File: config.mk
export PLATFORM = sky130hd
export DESIGN_NAME = sr_flipflop_bank
export DESIGN_NICKNAME = d
export VERILOG_FILES = /design/src/rtl/sr_flipflop_bank_pkg.sv /design/src/rtl/sr_flipflop_bank_sync.sv /design/src/rtl/sr_flipflop_bank.sv
export SDC_FILE = /design/constraint.sdc
export NUM_CORES = 1
export LEC_CHECK = 0
export BUFFER_PORTS_ARGS = -buffer_cell sky130_fd_sc_hd__buf_2
export CAP_MARGIN = 20
export CORE_ASPECT_RATIO = 1.75
export CORE_MARGIN = 2
export CORE_UTILIZATION = 51
export CTS_CLUSTER_DIAMETER = 120
export CTS_CLUSTER_SIZE = 14
export DETAILED_ROUTE_END_ITERATION = 7
export HOLD_SLACK_MARGIN = 0.15
export PLACE_DENSITY_LB_ADDON = 0.3
export SLEW_MARGIN = 20
export SYNTH_ARGS = -nofsm -noshare
export SYNTH_HDL_FRONTEND = slang
export SYNTH_SLANG_ARGS = --single-unit
File: constraint.sdc
create_clock -name CLK -period 1.9 [get_ports CLK]
set_clock_uncertainty 0.1 [all_clocks]
set_input_delay 0.38 -clock CLK [delete_from_list [all_inputs] [get_ports CLK]]
set_output_delay 0.38 -clock CLK [all_outputs]
set_load 0.005 [all_outputs]
File: src/rtl/sr_flipflop_bank_pkg.sv
// Shared types and per-channel next-state rules for the clocked SR storage bank.
// S=R=1 no longer means "undefined": it is resolved by a runtime-selected mode.
package sr_bank_pkg;

  typedef enum logic [1:0] {
    SR_HOLD    = 2'b00,
    SR_SET_DOM = 2'b01,
    SR_RST_DOM = 2'b10,
    SR_TOGGLE  = 2'b11
  } sr_mode_t;

  function automatic logic sr_next(input logic q, input logic s, input logic r,
                                   input sr_mode_t mode);
    logic nxt;
    nxt = q;
    case ({s, r})
      2'b10: nxt = 1'b1;
      2'b01: nxt = 1'b0;
      2'b11: begin
        case (mode)
          SR_SET_DOM: nxt = 1'b1;
          SR_RST_DOM: nxt = 1'b0;
          SR_TOGGLE:  nxt = ~q;
          default:    nxt = q;
        endcase
      end
      default: nxt = q;
    endcase
    return nxt;
  endfunction

  // Toggle mode gives S=R=1 a legitimate meaning, so it is never flagged there.
  function automatic logic sr_is_illegal(input logic s, input logic r, input sr_mode_t mode);
    return s & r & (mode != SR_TOGGLE);
  endfunction

endpackage

File: src/rtl/sr_flipflop_bank_sync.sv
// Single-bit synchroniser chain: output is the input delayed by STAGES rising edges.
// Only instantiated when STAGES >= 1; the bypass case is handled by the caller.
module sr_sync #(
  parameter int STAGES = 2
) (
  input  logic clk,
  input  logic rst_n,
  input  logic d,
  output logic q
);

  logic [STAGES-1:0] chain_q;
  logic [STAGES-1:0] chain_d;

  always_comb begin
    chain_d    = chain_q;
    chain_d[0] = d;
    for (int i = 1; i < STAGES; i++) begin
      chain_d[i] = chain_q[i-1];
    end
  end

  always_ff @(posedge clk or negedge rst_n) begin
    if (!rst_n) begin
      chain_q <= '0;
    end else begin
      chain_q <= chain_d;
    end
  end

  assign q = chain_q[STAGES-1];

  if (STAGES < 1) begin : g_bad_stages
    $error("sr_sync: STAGES must be at least 1");
  end

endmodule

File: src/rtl/sr_flipflop_bank.sv
// Bank of independent clocked SR channels with optional input synchronisers,
// selectable S=R=1 resolution, per-channel illegal pulses and a shared saturating counter.
module sr_flipflop_bank
  import sr_bank_pkg::*;
#(
  parameter int CHANNELS    = 4,
  parameter int SYNC_STAGES = 2,
  parameter int CNT_W       = 8
) (
  input  logic                CLK,
  input  logic                N_RESET,
  input  logic [CHANNELS-1:0] S,
  input  logic [CHANNELS-1:0] R,
  input  logic [1:0]          MODE,
  input  logic                CNT_CLR,
  output logic [CHANNELS-1:0] Q,
  output logic [CHANNELS-1:0] NOT_Q,
  output logic [CHANNELS-1:0] ILLEGAL,
  output logic [CNT_W-1:0]    ILLEGAL_CNT
);

  localparam logic [CNT_W-1:0] CNT_MAX = '1;

  logic [CHANNELS-1:0] ss;
  logic [CHANNELS-1:0] rs;

  logic [CHANNELS-1:0] q_q;
  logic [CHANNELS-1:0] q_d;
  logic [CHANNELS-1:0] illegal_q;
  logic [CHANNELS-1:0] illegal_d;
  logic [CNT_W-1:0]    cnt_q;
  logic [CNT_W-1:0]    cnt_d;
  sr_mode_t            mode;

  for (genvar i = 0; i < CHANNELS; i++) begin : g_ch
    if (SYNC_STAGES == 0) begin : g_direct
      assign ss[i] = S[i];
      assign rs[i] = R[i];
    end else begin : g_sync
      sr_sync #(.STAGES(SYNC_STAGES)) u_sync_s (
        .clk   (CLK),
        .rst_n (N_RESET),
        .d     (S[i]),
        .q     (ss[i])
      );
      sr_sync #(.STAGES(SYNC_STAGES)) u_sync_r (
        .clk   (CLK),
        .rst_n (N_RESET),
        .d     (R[i]),
        .q     (rs[i])
      );
    end
  end

  // MODE is treated as quasi-static and sampled directly, without synchronisation.
  assign mode = sr_mode_t'(MODE);

  always_comb begin
    q_d       = q_q;
    illegal_d = '0;
    for (int i = 0; i < CHANNELS; i++) begin
      q_d[i]       = sr_next(q_q[i], ss[i], rs[i], mode);
      illegal_d[i] = sr_is_illegal(ss[i], rs[i], mode);
    end
  end

  // One count per cycle with any illegal channel; clear beats increment.
  always_comb begin
    cnt_d = cnt_q;
    if (CNT_CLR) begin
      cnt_d = '0;
    end else if ((|illegal_d) && (cnt_q != CNT_MAX)) begin
      cnt_d = cnt_q + CNT_W'(1);
    end
  end

  always_ff @(posedge CLK or negedge N_RESET) begin
    if (!N_RESET) begin
      q_q       <= '0;
      illegal_q <= '0;
      cnt_q     <= '0;
    end else begin
      q_q       <= q_d;
      illegal_q <= illegal_d;
      cnt_q     <= cnt_d;
    end
  end

  assign Q           = q_q;
  assign NOT_Q       = ~q_q;
  assign ILLEGAL     = illegal_q;
  assign ILLEGAL_CNT = cnt_q;

  if (CHANNELS < 1 || CHANNELS > 32) begin : g_bad_channels
    $error("sr_flipflop_bank: CHANNELS must be 1..32");
  end
  if (SYNC_STAGES == 1 || SYNC_STAGES > 3 || SYNC_STAGES < 0) begin : g_bad_sync
    $error("sr_flipflop_bank: SYNC_STAGES must be 0, 2 or 3");
  end
  if (CNT_W < 1) begin : g_bad_cnt
    $error("sr_flipflop_bank: CNT_W must be at least 1");
  end

endmodule

# Yosys cells after proc, flatten, opt, wreduce, memory -nomap -nowiden
# Index checks and enable logic that the tools add are counted.
dict set report word_totals {
  register_bits 32
  latchBits 0
  ram_bits 0
  rom_bits 0
  in_bits 13
  out_inout_bits 20
  wordCells 70
  n_memories 0
}
dict set report op_classes {
  add_sub_neg 1
  mul 0
  div 0
  n_lt_le_gt_ge 0
  n_eq_ne 21
  n_shift 0
  muxes 10
  n_bitwise 13
  n_reduce_logical 11
}
# op n
set op_table {}
lappend op_table {{$pmux W1 S3} 8}
lappend op_table {{$eq A2 B2 Y1 const B} 10}
lappend op_table {{$mux W8} 2}
lappend op_table {{$ne A4 B4 Y1 const B} 4}
lappend op_table {{$reduce_bool A3 Y1} 4}
lappend op_table {{$eq A2 B1 Y1 const B} 5}
lappend op_table {{$add A8 B1 Y8 const B} 1}
lappend op_table {{$and A1 B1 Y1} 8}
lappend op_table {{$ne A8 B8 Y1 const B} 1}
lappend op_table {{$reduce_and A2 Y1} 4}
lappend op_table {{$not A1 Y1} 4}
lappend op_table {{$not A4 Y4} 1}
lappend op_table {{$reduce_or A4 Y1} 1}
lappend op_table {{$ne A2 B2 Y1 const B} 1}
lappend op_table {{$reduce_bool A2 Y1} 1}
lappend op_table {{$logic_and A1 B1 Y1} 1}

# Longest topological paths before layout
# Gate-level depths: netlist of the first run.
dict set report depth {
  depth_word 6
  ltp_mapped 6
  depth_no_buf 6
}

# Cells and area by module
# Synthesis of the first run repeated with hierarchy kept, for this count alone.
dict set report hier_totals {
  hier_cells 109
  area_unflattened_um2 1234.9
}
# module n_inst cells_each area_per_inst_um2 seq_area_each_um2
set modules_own_cells {}
lappend modules_own_cells {sr_flipflop_bank 1 93 834.6 400.4}
lappend modules_own_cells {sr_sync 8 2 50.0 50.0}

# Least setup slack after synthesis of the first run
# No wires, ideal clock.
dict set report synth_path {
  kind {flip-flop to flip-flop}
  start {register cnt_q[0] (netlist: ILLEGAL_CNT[0])}
  end {register cnt_q[4] (netlist: ILLEGAL_CNT[4])}
  setup_time_ns 0.078
  t_arrival_ns 1.547
  required_time_ns 1.722
  setup_slack_ns 0.175
  path_stages_with_launch 7
  path_buffers 1
  period_less_slack_ns 1.725
  cell_sequence {dfrtp_1 > ha_1 > nand3_1 > nor2_1 > clkbuf_1 > or4_1 > a21oi_1}
}
dict set report synth_between {
  elab_chain_cells 3
  elab_cells_between_ends 6
  cone_classes {1 x add/sub; 1 x eq/ne; 2 x mux; 2 x reduce/logical}
}
# element line
set synth_rtl {}
lappend synth_rtl {{from (decl)} sr_flipflop_bank.sv:31} ;# logic [CNT_W-1:0] cnt_q;
lappend synth_rtl {{from (signal assigned)} sr_flipflop_bank.sv:85} ;# cnt_q <= cnt_d;
lappend synth_rtl {{$add A8 B1 Y8 or $ne A8 B8 Y1 (tied branches)} {sr_flipflop_bank.sv:73, sr_flipflop_bank.sv:72}}
lappend synth_rtl {{$mux W8 or $logic_and A1 B1 Y1 (tied branches)} sr_flipflop_bank.sv:72} ;# end else if ((|illegal_d) && (cnt_q != CNT_MAX)) begin
lappend synth_rtl {{$mux W8 or $reduce_bool A2 Y1 (tied branches)} --}
# Several ways; a longest one is shown, not always the timed one. The select of a mux whose other input is x is not followed.
# A chain may end at the register's enable or synchronous reset.

# Worst setup path after layout of the first run
# Ends and elaborated chain as after synthesis.

==> results of run 1 <==
==> kinds of logic after synthesis <==
group | count (synthesis) | synth area share (%)
buffers and inverters | 11 | 3.805
adder cells (fa/ha/maj) | 3 | 2.927
AO/OA/AOI/OAI | 24 | 13.56
flip-flops | 32 | 62.44
AND/OR/NAND/NOR | 40 | 16.49
multiplexers | 1 | 0.7805
==> sequential cells by signal, indices dropped and copies added (netlist names) <==
| name | cells |
|---|---|
| ILLEGAL_CNT | 8 |
| g_ch.g_sync.u_sync_r.chain_q | 8 |
| g_ch.g_sync.u_sync_s.chain_q | 8 |
| ILLEGAL | 4 |
| Q | 4 |
==> area by class of cell <==
class | instances | area share, %
inverters | 7 | 1.599
repair buffers | 44 | 16.60
clock inverters | 1 | 0.3046
clock buffers | 6 | 4.417
multi-input cells | 68 | 26.35
flip-flops and latches | 32 | 48.74
well taps | 26 | 1.980
==> power groups by stage <==
stage | Sequential (mW) | Combinational (mW) | Clock (mW)
after floorplan | 0.759 | 0.0737 | 0
after detailed placement | 0.757 | 0.155 | 0
after CTS | 0.745 | 0.170 | 0.485
after global routing | 0.749 | 0.187 | 0.513
final | 0.745 | 0.168 | 0.464
after global placement | 0.754 | 0.149 | 0
==> per-stage QoR <==
stage,utilization [%],cells,worst slack (ns)
2_1_floorplan,-,111,0.1749
3_3_place_gp,60.65,168,0.1230
3_5_place_dp,60.65,168,0.05206
4_1_cts,67.54,184,0.1721
5_1_grt,67.54,184,0.1206
6_report,67.54,184,0.1758
==> worst max-delay path by stage <==
stage,end,slack (ns),depth (start not counted)
after detailed placement,ILLEGAL_CNT[4],0.05,5
after floorplan,ILLEGAL_CNT[4],0.17,6
after global placement,ILLEGAL_CNT[5],0.12,5
after CTS,ILLEGAL_CNT[4],0.17,5
final,ILLEGAL_CNT[4],0.18,5
after global routing,ILLEGAL_CNT[4],0.12,5
==> metal layers <==
layer / wire [µm] / vias to the layer above / global-route usage (%)
met4: 77 / 0 / 13.26
met2: 1393 / 25 / 35.07
met5: 0 / - / 0
li1: - / 485 / -
met3: 122 / 7 / 3.876
met1: 923 / 486 / 16.81
==> cell usage in the layout, fill, tap and decap left out, drive strengths merged, types with 3 or more instances in the layout <==
cell         count
a211oi           3
buf             35
nand3            6
dfrtp           32
o31ai            4
a21oi            8
ha               3
or4              4
nor2            10
nand2            9
inv              7
clkbuf           6
dlygate4sd3      9
==> results_tabular.tex, run 1 <==
\begin{tabular}{lr}
\hline
Metric & Value \\
\hline
\multicolumn{2}{l}{\textbf{Run status}} \\
Outcome & finished, final reports clean \\
\multicolumn{2}{l}{\textbf{Drt}} \\
Total via count in the routed design & 1003 \\
Vias/cell & between 5 and 6 \\
Count of nets left with antenna violations after detail routing & 0 \\
Residual DRC & 0 \\
Wire length per cell after detailed routing & 13.68 µm \\
1st-pass router iterations & 3 \\
Post-detailed-routing wire length & 2.517 mm \\
Number of DRC violations after detailed-routing iteration 0 & 17 \\
\multicolumn{2}{l}{\textbf{STA}} \\
Fraction of the cycle the final worst path needs & around nine tenths \\
Highest achievable clock rate & between 0.5 and 0.6 GHz \\
Min Tclk post-route & 1.724 ns \\
Setup repair after global routing missed its margin & no \\
Total count of max-transition violations in the final report & 0 \\
Setup tns final & 0 ns \\
Actual slew at the worst max-slew pin & 0.6773 ns \\
Number of failing setup endpoints in the final timing report & 0 \\
Slew headroom & a little over half \\
Tightest hold margin & between 0.2 and 0.25 ns \\
Final hold vios & 0 \\
\multicolumn{2}{l}{\textbf{Setup path}} \\
Buffers plus inverters on the worst setup path & 0 \\
Critical path startpoint category & register \\
Worst Path Max Fanout & 11 \\
Critical Path RT & 2.00 ns \\
Worst EP arrival & about 1.8 ns \\
RR Endpoint & ILLEGAL\_CNT[4] \\
Worst R2R Setup Slack & between 0.15 and 0.2 ns \\
Depth of the worst register-to-register path & 5 \\
Worst setup path startpoint & ILLEGAL\_CNT[0] \\
Origin of the critical flop-to-flop path & ILLEGAL\_CNT[0] \\
Crit-path leading delay family & simple AND/OR/NAND/NOR gates \\
Crit. End Element & register \\
Critical path cell sequence & ha\_1 > nand3\_1 > nor2\_1 > or4\_1 > a21oi\_1 \\
Cell at the slowest stage of the critical path & sky130\_fd\_sc\_hd\_\_or4\_1 \\
Slowest stage delay, CP & around 0.49 ns \\
Crit path kind & register to register \\
\multicolumn{2}{l}{\textbf{CTS}} \\
Number of gates resized after CTS & 0 \\
\# hold bufs at CTS & 9 \\
Total CTS buffers & 5 \\
Htree depth & 2 \\
CTS sink count & 32 \\
Number of buffers inserted by post-CTS setup repair & 0 \\
Source-to-sink clock delay at the later pin of the worst-skew pair & 0.28 ns \\
Max Buffers Root-to-Sink & 2 \\
Clock-pin slew of the registers on the worst-case setup and hold paths & roughly 0.060 ns \\
Clock tree from TritonCTS & done \\
Clock Tree Root & sky130\_fd\_sc\_hd\_\_clkbuf\_8 \\
\multicolumn{2}{l}{\textbf{Min path}} \\
Source of the worst hold timing path & g\_ch[1].g\_sync.u\_sync\_s.chain\_q[0] \\
Worst Hold Path EP & g\_ch[1].g\_sync.u\_sync\_s.chain\_q[1] \\
Type of the worst min-delay path & register to register \\
Hold depth & 0 \\
\multicolumn{2}{l}{\textbf{Power and ir drop}} \\
Sequential cell fraction of total power & between 50\% and 60\% \\
Net switching fraction of the power & a little under a quarter \\
Clock network power share & about a third \\
Portion of total power attributed to combinational logic & 12.2\% \\
Pwr per Cell Area & $\sim$840 mW/mm² \\
Psw & around 0.33 mW \\
Pleak & approximately 0.80 nW \\
Post-layout total power & 1.377 mW \\
VDD IR-drop max & 0.7249 mV \\
Internal Dissipation & between 1 and 1.5 mW \\
\multicolumn{2}{l}{\textbf{Cells and area}} \\
Final std cell area, no fill & 0.001643 mm² \\
Area taken by flip-flops and latches & approximately 800 µm² \\
Fillers & about 190 \\
Layout cells sized above 1 & 27.85\% \\
Area delta synth->final & 28.10\% \\
Number of nets at the end of the flow & between 150 and 200 \\
Area of the multi-input gates & roughly 430 µm² \\
Antenna Diode Count & 0 \\
\multicolumn{2}{l}{\textbf{Floorplanning}} \\
Width of the chip & around 42 µm \\
Vertical die dimension & 70.34 µm \\
Total I/O pin count & 33 \\
Die area & around 0.0029 mm² \\
Starting Density & about 53\% \\
Placement row count & 24 \\
Core ar. & 0.002432 mm² \\
\multicolumn{2}{l}{\textbf{Synth}} \\
Post-synthesis instance total & roughly 110 \\
Cell area after synthesis & between 0.001 and 0.0015 mm² \\
Number of enable flip-flop cells after synthesis & 0 \\
Synthesis-stage register bit count & 32 \\
Leading cell types by total area after synthesis & sky130\_fd\_sc\_hd\_\_dfrtp\_1 62\%, sky130\_fd\_sc\_hd\_\_a21oi\_1 3.1\%, sky130\_fd\_sc\_hd\_\_ha\_1 2.9\% \\
Synthesized area divided by synthesized cell count & roughly 12 µm² \\
Count of warnings emitted by yosys & 0 \\
Fraction of registers with async set or reset after synthesis & 100.0\% \\
Most used flip-flop cell after synthesis & sky130\_fd\_sc\_hd\_\_dfrtp\_1 \\
Number of nets in the synthesized netlist & 127 \\
Most frequent cell after synthesis & sky130\_fd\_sc\_hd\_\_dfrtp\_1 \\
Post-synth cell types & 32 \\
Share of the yosys chip area belonging to registers & between 60\% and 70\% \\
Yosys top cell by area & sky130\_fd\_sc\_hd\_\_dfrtp\_1 \\
Post-synth top area share & a little over three fifths \\
Top cells by instance count after synthesis & 32 x sky130\_fd\_sc\_hd\_\_dfrtp\_1, 10 x sky130\_fd\_sc\_hd\_\_nor2\_1, 9 x sky130\_fd\_sc\_hd\_\_nand2\_1, 8 x sky130\_fd\_sc\_hd\_\_a21oi\_1, 7 x sky130\_fd\_sc\_hd\_\_inv\_1 \\
\multicolumn{2}{l}{\textbf{Global routing}} \\
Maximum number of pins on one net before global-route repair & 33 \\
Wire length of the first global-routing pass & $\sim$4 mm \\
All-Layer GR Usage & around a fifth \\
Via count of the first global-routing pass & around 1000 \\
Total gr overflow & 0 \\
Number of antenna violations at the first check in global routing & 0 \\
\multicolumn{2}{l}{\textbf{Placement}} \\
Gp weighted congestion & just under 0.8 \\
Quantity of I/O buffers inserted on ports & 32 \\
Post-DP HPWL & 1.775 mm \\
Placement Cell Area & approximately 0.0015 mm² \\
\multicolumn{2}{l}{\textbf{Run}} \\
MaxCap Viol Count & 0 \\
\hline
\end{tabular}
Power figures use the tool's default switching activity.
==> run 2, diff against run 1 <==
Settings changed: ABC_AREA set to 1.
==> run 2 against run 1 <==
  * Wire length up 7.1%
  * Critical path type unchanged
  * Largest cell class unchanged
  * Sequential cell count unchanged
  * Sequential share of layout area down 2.4 points
  * Non-clock buffer count down 3
  * Setup slack better by 0.17 ns
  * Area after synthesis up 5.2%
  * Hold slack about the same
==> results_tabular.tex, run 2 <==
\begin{tabular}{lr}
\hline
Metric & Value \\
\hline
\multicolumn{2}{l}{\textbf{Cells and area}} \\
Most common cell after layout, fill and taps aside & sky130\_fd\_sc\_hd\_\_nand2\_1 \\
Area of the multi-input gates & 490.5 µm² (+13\%) \\
Area taken by flip-flops and latches & 800.8 µm² (unchanged) \\
Final std cell area, no fill & 0.001727 mm² (+5.1\%) \\
Area delta synth->final & 28.02\% (about the same) \\
Layout cells sized above 1 & 27.08\% (-0.76 points) \\
Antenna Diode Count & 0 (unchanged) \\
Final standard cell utilization of the core & 69.28\% (+1.7 points) \\
Fillers & 191 (+2.1\%) \\
Number of nets at the end of the flow & 207 (+19\%) \\
Count of placed standard cells in the final layout, fillers left out & 218 (+18\%) \\
Top library cells by usage in the layout, fill and taps aside & 47 x sky130\_fd\_sc\_hd\_\_nand2\_1, 32 x sky130\_fd\_sc\_hd\_\_dfrtp\_1, 32 x sky130\_fd\_sc\_hd\_\_buf\_2 \\
\multicolumn{2}{l}{\textbf{Global routing}} \\
Wire length of the first global-routing pass & 4.560 mm (+12\%) \\
All-Layer GR Usage & 19.71\% (+0.92 points) \\
Maximum number of pins on one net before global-route repair & 33 (unchanged) \\
Number of antenna violations at the first check in global routing & 0 (unchanged) \\
Total gr overflow & 0 (unchanged) \\
Via count of the first global-routing pass & 1100 (+9.1\%) \\
\multicolumn{2}{l}{\textbf{Floorplanning}} \\
Starting Density & 54.12\% (+1.4 points) \\
Placement row count & 24 (unchanged) \\
Total I/O pin count & 33 (unchanged) \\
Core ar. & 0.002492 mm² (+2.5\%) \\
Die area & 0.003088 mm² (+4.8\%) \\
Vertical die dimension & 72.03 µm (+2.4\%) \\
Width of the chip & 42.88 µm (+2.3\%) \\
\multicolumn{2}{l}{\textbf{Synth}} \\
Mux contribution to synthesized area & 0\% (-0.78 points) \\
Most used flip-flop cell after synthesis & sky130\_fd\_sc\_hd\_\_dfrtp\_1 \\
Synthesized area divided by synthesized cell count & 9.302 µm² (-19\%) \\
Synthesis-stage register bit count & 32 (unchanged) \\
Number of enable flip-flop cells after synthesis & 0 (unchanged) \\
Number of nets in the synthesized netlist & 161 (+27\%) \\
Leading cell types by total area after synthesis & sky130\_fd\_sc\_hd\_\_dfrtp\_1 59\%, sky130\_fd\_sc\_hd\_\_nand2\_1 13\%, sky130\_fd\_sc\_hd\_\_nand3\_1 6.7\% \\
Synthesized-area fraction occupied by ao, oa, aoi and oai cells & 1.113\% (-12 points) \\
Dominant combinational cell family by area after synthesis & simple AND/OR/NAND/NOR gates \\
Post-synth cell types & 19 (-41\%) \\
Adder-cell share of the synthesized area & 2.783\% (-0.14 points) \\
Post-synthesis instance total & 145 (+31\%) \\
Top cells by instance count after synthesis & 47 x sky130\_fd\_sc\_hd\_\_nand2\_1, 32 x sky130\_fd\_sc\_hd\_\_dfrtp\_1, 18 x sky130\_fd\_sc\_hd\_\_nand3\_1, 13 x sky130\_fd\_sc\_hd\_\_nor2\_1, 10 x sky130\_fd\_sc\_hd\_\_inv\_1 \\
Share of the synthesized netlist area taken by xor and xnor gates & 0\% (unchanged) \\
Most frequent cell after synthesis & sky130\_fd\_sc\_hd\_\_nand2\_1 \\
Yosys top cell by area & sky130\_fd\_sc\_hd\_\_dfrtp\_1 \\
Share of the yosys chip area belonging to registers & 59.37\% (-3.1 points) \\
Count of warnings emitted by yosys & 0 (unchanged) \\
Fraction of registers with async set or reset after synthesis & 100.0\% (unchanged) \\
Post-synth top area share & 59.37\% (-3.1 points) \\
Cell area after synthesis & 0.001349 mm² (+5.2\%) \\
Post-synthesis simple-gate area fraction & 32.47\% (+16 points) \\
\multicolumn{2}{l}{\textbf{STA}} \\
Setup tns final & 0 ns (unchanged) \\
Setup repair after global routing missed its margin & no \\
Min Tclk post-route & 1.552 ns (-0.1721 ns) \\
Number of failing setup endpoints in the final timing report & 0 (unchanged) \\
Total count of max-transition violations in the final report & 0 (unchanged) \\
Tightest hold margin & 0.2478 ns (-0.0003680 ns) \\
Actual slew at the worst max-slew pin & 0.6887 ns (+0.01141 ns) \\
Slew headroom & 54.09\% (-0.76 points) \\
Final hold vios & 0 (unchanged) \\
Fraction of the cycle the final worst path needs & 81.69\% (-9.1 points) \\
Highest achievable clock rate & 0.6443 GHz (+11\%) \\
\multicolumn{2}{l}{\textbf{Run}} \\
MaxCap Viol Count & 0 (unchanged) \\
\multicolumn{2}{l}{\textbf{Min path}} \\
Worst Hold Path EP & g\_ch[0].g\_sync.u\_sync\_s.chain\_q[1] \\
Type of the worst min-delay path & register to register \\
Source of the worst hold timing path & g\_ch[0].g\_sync.u\_sync\_s.chain\_q[0] \\
Hold depth & 0 (unchanged) \\
\multicolumn{2}{l}{\textbf{Setup path}} \\
Worst EP arrival & 1.61 ns (-0.22 ns) \\
Crit. End Element & register \\
Critical Path RT & 1.96 ns (-0.04 ns) \\
Critical path startpoint category & register \\
Origin of the critical flop-to-flop path & ILLEGAL\_CNT[1] \\
Crit path kind & register to register \\
Worst Path Max Fanout & 10 (-1) \\
Worst setup path startpoint & ILLEGAL\_CNT[1] \\
RR Endpoint & ILLEGAL\_CNT[6] \\
Depth of the worst register-to-register path & 8 (+3) \\
Worst R2R Setup Slack & 0.35 ns (+0.17 ns) \\
\multicolumn{2}{l}{\textbf{Placement}} \\
Placement Cell Area & 0.001525 mm² (+3.4\%) \\
Quantity of I/O buffers inserted on ports & 32 (unchanged) \\
Placed instance count & 201 (+20\%) \\
Gp weighted congestion & 0.9002 (+15\%) \\
Post-DP HPWL & 1.870 mm (+5.4\%) \\
\multicolumn{2}{l}{\textbf{CTS}} \\
Clock tree from TritonCTS & done \\
Total CTS buffers & 5 (unchanged) \\
Max Buffers Root-to-Sink & 2 (unchanged) \\
Source-to-sink clock delay at the later pin of the worst-skew pair & 0.28 ns (about the same) \\
Number of gates resized after CTS & 0 (unchanged) \\
Htree depth & 2 (unchanged) \\
Clock-pin slew of the registers on the worst-case setup and hold paths & 0.07 ns (about the same) \\
CTS sink count & 32 (unchanged) \\
Clock Tree Root & sky130\_fd\_sc\_hd\_\_clkbuf\_8 \\
\multicolumn{2}{l}{\textbf{Drt}} \\
Number of DRC violations after detailed-routing iteration 0 & 21 (+4) \\
Count of nets left with antenna violations after detail routing & 0 (unchanged) \\
Residual DRC & 0 (unchanged) \\
Wire length per cell after detailed routing & 12.36 µm (-9.6\%) \\
Post-detailed-routing wire length & 2.695 mm (+7.1\%) \\
Total via count in the routed design & 1120 (+12\%) \\
Vias/cell & 5.138 (-5.8\%) \\
1st-pass router iterations & 2 (-1) \\
\multicolumn{2}{l}{\textbf{Run status}} \\
Outcome & finished, final reports clean \\
\multicolumn{2}{l}{\textbf{Power and ir drop}} \\
Pleak & 0.9121 nW (+14\%) \\
Pwr per Cell Area & 895.8 mW/mm² (+6.9\%) \\
VDD IR-drop max & 0.6494 mV (-10\%) \\
\hline
\end{tabular}
-- run 2: metrics by stage --
step | setup slack, ns | power (mW)
detailed placement | 0.1552 | 0.9099
CTS | 0.3589 | 1.559
global route | 0.1822 | 1.618
floorplan | 0.4861 | 0.8342
global placement | 0.2231 | 0.9038
finish | 0.3479 | 1.547
-- run 2: cell families (layout without fill, tap and decap cells) --
family | Yosys count | count (layout)
flip-flops | 32 | 32
adder cells (fa/ha/maj) | 3 | 3
AO/OA/AOI/OAI | 3 | 3
AND/OR/NAND/NOR | 94 | 94
buffers and inverters | 13 | 60
-- run 2: worst max-delay path by stage --
stage / to / slack, ns / depth (start not counted)
2_1_floorplan: ILLEGAL_CNT[7] / 0.49 / 8
3_3_place_gp: ILLEGAL_CNT[6] / 0.22 / 9
3_5_place_dp: ILLEGAL_CNT[6] / 0.16 / 9
4_1_cts: ILLEGAL_CNT[6] / 0.36 / 8
5_1_grt: ILLEGAL_CNT[6] / 0.18 / 8
6_report: ILLEGAL_CNT[6] / 0.35 / 8
-- run 2: per-layer routing --
| metal | part of all wire [%] | vias up | track usage [%] | routed length (µm) |
|---|---|---|---|---|
| met5 | 0 | - | 0 | 0 |
| met3 | 4.3 | 5 | 4.478 | 117 |
| met1 | 38 | 539 | 21.37 | 1028 |
| met2 | 56 | 27 | 35.35 | 1508 |
| met4 | 1.5 | 0 | 9.028 | 41 |
| li1 | - | 549 | - | - |
-- run 2: what timing repair did --
action,in CTS,in global routing
hold buffers,9,0
hold endpoints to repair,40,0
setup buffers,0,0
-- run 2: cell type report --
class                           count  share of cell area, %
Clock buffer                        5                  3.985
Clock inverter                      3                  2.464
Inverter                           11                  2.391
Multi-Input combinational cell    100                  28.41
Sequential cell                    32                  46.38
Tap cell                           26                  1.884
Timing Repair Buffer               41                  14.49
-- run 2: critical path: stages, from the launching register on --
cell and delay, ns:
sky130_fd_sc_hd__dfrtp_1 0.42, sky130_fd_sc_hd__ha_1 0.19, sky130_fd_sc_hd__nand2_1 0.09, sky130_fd_sc_hd__inv_1 0.17, sky130_fd_sc_hd__nand3_4 0.13, sky130_fd_sc_hd__nand2_4 0.15, sky130_fd_sc_hd__inv_2 0.06, sky130_fd_sc_hd__nand2_1 0.06
sky130_fd_sc_hd__nand2_1 0.06
-- run 2: report_power, final --
group          total [mW]  internal (mW)  switching [mW]
Sequential          0.745          0.720          0.0254
Clock               0.636          0.388           0.249
Combinational       0.165         0.0712          0.0940
Total                1.55           1.18           0.368
==> run 3, diff against run 2 <==
Clock period 1.9 ns to 1.5 ns, I/O delays scaled along.
==> run 3 against run 2 <==
  * Critical path depth is the same
  * Setup slack got worse by 0.25 ns
  * Sequential power grew 26%
  * Critical path type unchanged
  * Largest cell class unchanged
==> results_tabular.tex, run 3 (synthesis gave the netlist of run 2 again) <==
\begin{tabular}{lr}
\hline
Metric & Value \\
\hline
\multicolumn{2}{l}{\textbf{Floorplanning}} \\
Width of the chip & 42.88 µm (unchanged) \\
Die area & 0.003088 mm² (unchanged) \\
Total I/O pin count & 33 (unchanged) \\
Starting Density & 54.12\% (unchanged) \\
Core ar. & 0.002492 mm² (unchanged) \\
Vertical die dimension & 72.03 µm (unchanged) \\
Placement row count & 24 (unchanged) \\
\multicolumn{2}{l}{\textbf{Cells and area}} \\
Area of the multi-input gates & 499.2 µm² (+1.8\%) \\
Final standard cell utilization of the core & 72.94\% (+3.7 points) \\
Fillers & 197 (+3.1\%) \\
Most common cell after layout, fill and taps aside & sky130\_fd\_sc\_hd\_\_nand2\_1 \\
Top library cells by usage in the layout, fill and taps aside & 47 x sky130\_fd\_sc\_hd\_\_nand2\_1, 32 x sky130\_fd\_sc\_hd\_\_dfrtp\_1, 32 x sky130\_fd\_sc\_hd\_\_buf\_2 \\
Antenna Diode Count & 0 (unchanged) \\
Area taken by flip-flops and latches & 800.8 µm² (unchanged) \\
Area delta synth->final & 34.79\% \\
Number of nets at the end of the flow & 218 (+5.3\%) \\
Layout cells sized above 1 & 31.53\% (+4.4 points) \\
\multicolumn{2}{l}{\textbf{Placement}} \\
Placement Setup Slack & -0.09733 ns (-0.2526 ns) \\
Post-DP HPWL & 2.057 mm (+10\%) \\
Gp weighted congestion & 0.8739 (-2.9\%) \\
Quantity of I/O buffers inserted on ports & 32 (unchanged) \\
\multicolumn{2}{l}{\textbf{Setup path}} \\
Crit. End Element & register \\
Worst Path Max Fanout & 10 (unchanged) \\
Cell at the slowest stage of the critical path & sky130\_fd\_sc\_hd\_\_dfrtp\_1 \\
Critical Path Most Common Cell & sky130\_fd\_sc\_hd\_\_nand2\_1 \\
Critical path startpoint category & register \\
Buffers plus inverters on the worst setup path & 2 (unchanged) \\
Critical Path RT & 1.61 ns (-0.35 ns) \\
Crit-path leading delay family & simple AND/OR/NAND/NOR gates \\
Worst EP arrival & 1.52 ns (-0.09 ns) \\
Slowest stage delay, CP & 0.39 ns (-0.03 ns) \\
Worst R2R Setup Slack & 0.1 ns (-0.25 ns) \\
Critical path cell sequence & ha\_1 > nand2\_1 > inv\_2 > nand3\_4 > nand2\_8 > inv\_2 > nand2\_1 > nand2\_1 \\
Crit path kind & register to register \\
\multicolumn{2}{l}{\textbf{STA}} \\
Final hold vios & 0 (unchanged) \\
Actual slew at the worst max-slew pin & 0.3846 ns (-0.3041 ns) \\
Fraction of the cycle the final worst path needs & 93.37\% (+12 points) \\
Min Tclk post-route & 1.401 ns (-0.1515 ns) \\
Total count of max-transition violations in the final report & 0 (unchanged) \\
Setup ws final & 0.09944 ns (-0.2485 ns) \\
Setup repair after global routing missed its margin & no \\
Highest achievable clock rate & 0.7140 GHz (+11\%) \\
Number of failing setup endpoints in the final timing report & 0 (unchanged) \\
Slew headroom & 74.36\% (+20 points) \\
\multicolumn{2}{l}{\textbf{Global routing}} \\
All-Layer GR Usage & 22.50\% (+2.8 points) \\
Maximum number of pins on one net before global-route repair & 33 (unchanged) \\
Number of antenna violations at the first check in global routing & 0 (unchanged) \\
Via count of the first global-routing pass & 1236 (+12\%) \\
Total gr overflow & 0 (unchanged) \\
Wire length of the first global-routing pass & 5.112 mm (+12\%) \\
\multicolumn{2}{l}{\textbf{Drt}} \\
Total via count in the routed design & 1192 (+6.4\%) \\
Post-detailed-routing wire length & 2.902 mm (+7.7\%) \\
Count of nets left with antenna violations after detail routing & 0 (unchanged) \\
1st-pass router iterations & 4 (+2) \\
Vias/cell & 5.205 (+1.3\%) \\
Residual DRC & 0 (unchanged) \\
Wire length per cell after detailed routing & 12.67 µm (+2.5\%) \\
Number of DRC violations after detailed-routing iteration 0 & 17 (-19\%) \\
\multicolumn{2}{l}{\textbf{Power and ir drop}} \\
VDD IR-drop max & 1.041 mV (+60\%) \\
Pwr per Cell Area & 1095 mW/mm² (+22\%) \\
Pleak & 0.9680 nW (+6.1\%) \\
\multicolumn{2}{l}{\textbf{CTS}} \\
Source-to-sink clock delay at the later pin of the worst-skew pair & 0.28 ns (about the same) \\
CTS sink count & 32 (unchanged) \\
Clock tree from TritonCTS & done \\
Max Buffers Root-to-Sink & 2 (unchanged) \\
Htree depth & 2 (unchanged) \\
Total CTS buffers & 5 (unchanged) \\
Clock-pin slew of the registers on the worst-case setup and hold paths & 0.07 ns (about the same) \\
Clock Tree Root & sky130\_fd\_sc\_hd\_\_clkbuf\_8 \\
\multicolumn{2}{l}{\textbf{Run}} \\
MaxCap Viol Count & 0 (unchanged) \\
\multicolumn{2}{l}{\textbf{Run status}} \\
Outcome & finished, final reports clean \\
\multicolumn{2}{l}{\textbf{Min path}} \\
Type of the worst min-delay path & input port to register \\
\hline
\end{tabular}
## run 3: tightest hold or removal path: stages
cell                      delay [ns]
sky130_fd_sc_hd__buf_2          0.08
sky130_fd_sc_hd__a21oi_1        0.04
sky130_fd_sc_hd__nand2_1        0.05
sky130_fd_sc_hd__nand2_1        0.05
## run 3: area by class of cell
cell class / count / share of cell area, %
Clock buffer: 5 / 3.785
Clock inverter: 3 / 2.340
Inverter: 11 / 2.271
Multi-Input combinational cell: 100 / 27.46
Sequential cell: 32 / 44.05
Tap cell: 26 / 1.789
Timing Repair Buffer: 52 / 18.31
## run 3: report_power, final
part / internal, mW / switching [mW] / leakage, nW
clock: 0.491 / 0.313 / 0.0541
sequential: 0.912 / 0.0264 / 0.395
combinational: 0.115 / 0.134 / 0.519
total: 1.52 / 0.473 / 0.968
## run 3: metal layers
layer	track usage, %	up-vias	wire length (µm)
met3	6.219	7	161
met5	0	-	0
met2	40.74	40	1640
li1	-	572	-
met4	11.81	0	77
met1	22.56	573	1022
## run 3: repair_timing
item / CTS / global route
setup buffers: 0 / 0
hold endpoints to repair: 40 / 0
endpoints found under the setup margin: 0 / 8
hold buffers: 9 / 0
gates resized for setup: 0 / 2
## run 3: path summary, 6_finish.rpt
check,to,from,depth (start not counted)
max in group asynchronous,g_ch[2].g_sync.u_sync_s.chain_q[0],N_RESET,3
max reg2reg,ILLEGAL_CNT[3],ILLEGAL_CNT[0],8
max,ILLEGAL_CNT[3],ILLEGAL_CNT[0],8
min reg2reg,g_ch[0].g_sync.u_sync_s.chain_q[1],g_ch[0].g_sync.u_sync_s.chain_q[0],0
min in group asynchronous,g_ch[1].g_sync.u_sync_r.chain_q[0],N_RESET,3
min,ILLEGAL_CNT[3],CNT_CLR,4
## run 3: through the flow
step	instance area [µm²]	power [mW]	TNS [ns]	instances	hold WS, ns
2_1_floorplan	1349	1.057	0	145	-0.09559
3_3_place_gp	1608	1.169	-0.07729	212	0.2326
3_5_place_dp	1608	1.180	-0.5994	212	0.2355
4_1_cts	1809	2.007	0	229	0.1889
5_1_grt	1818	2.082	0	229	0.2216
6_report	1818	1.991	0	229	0.1941
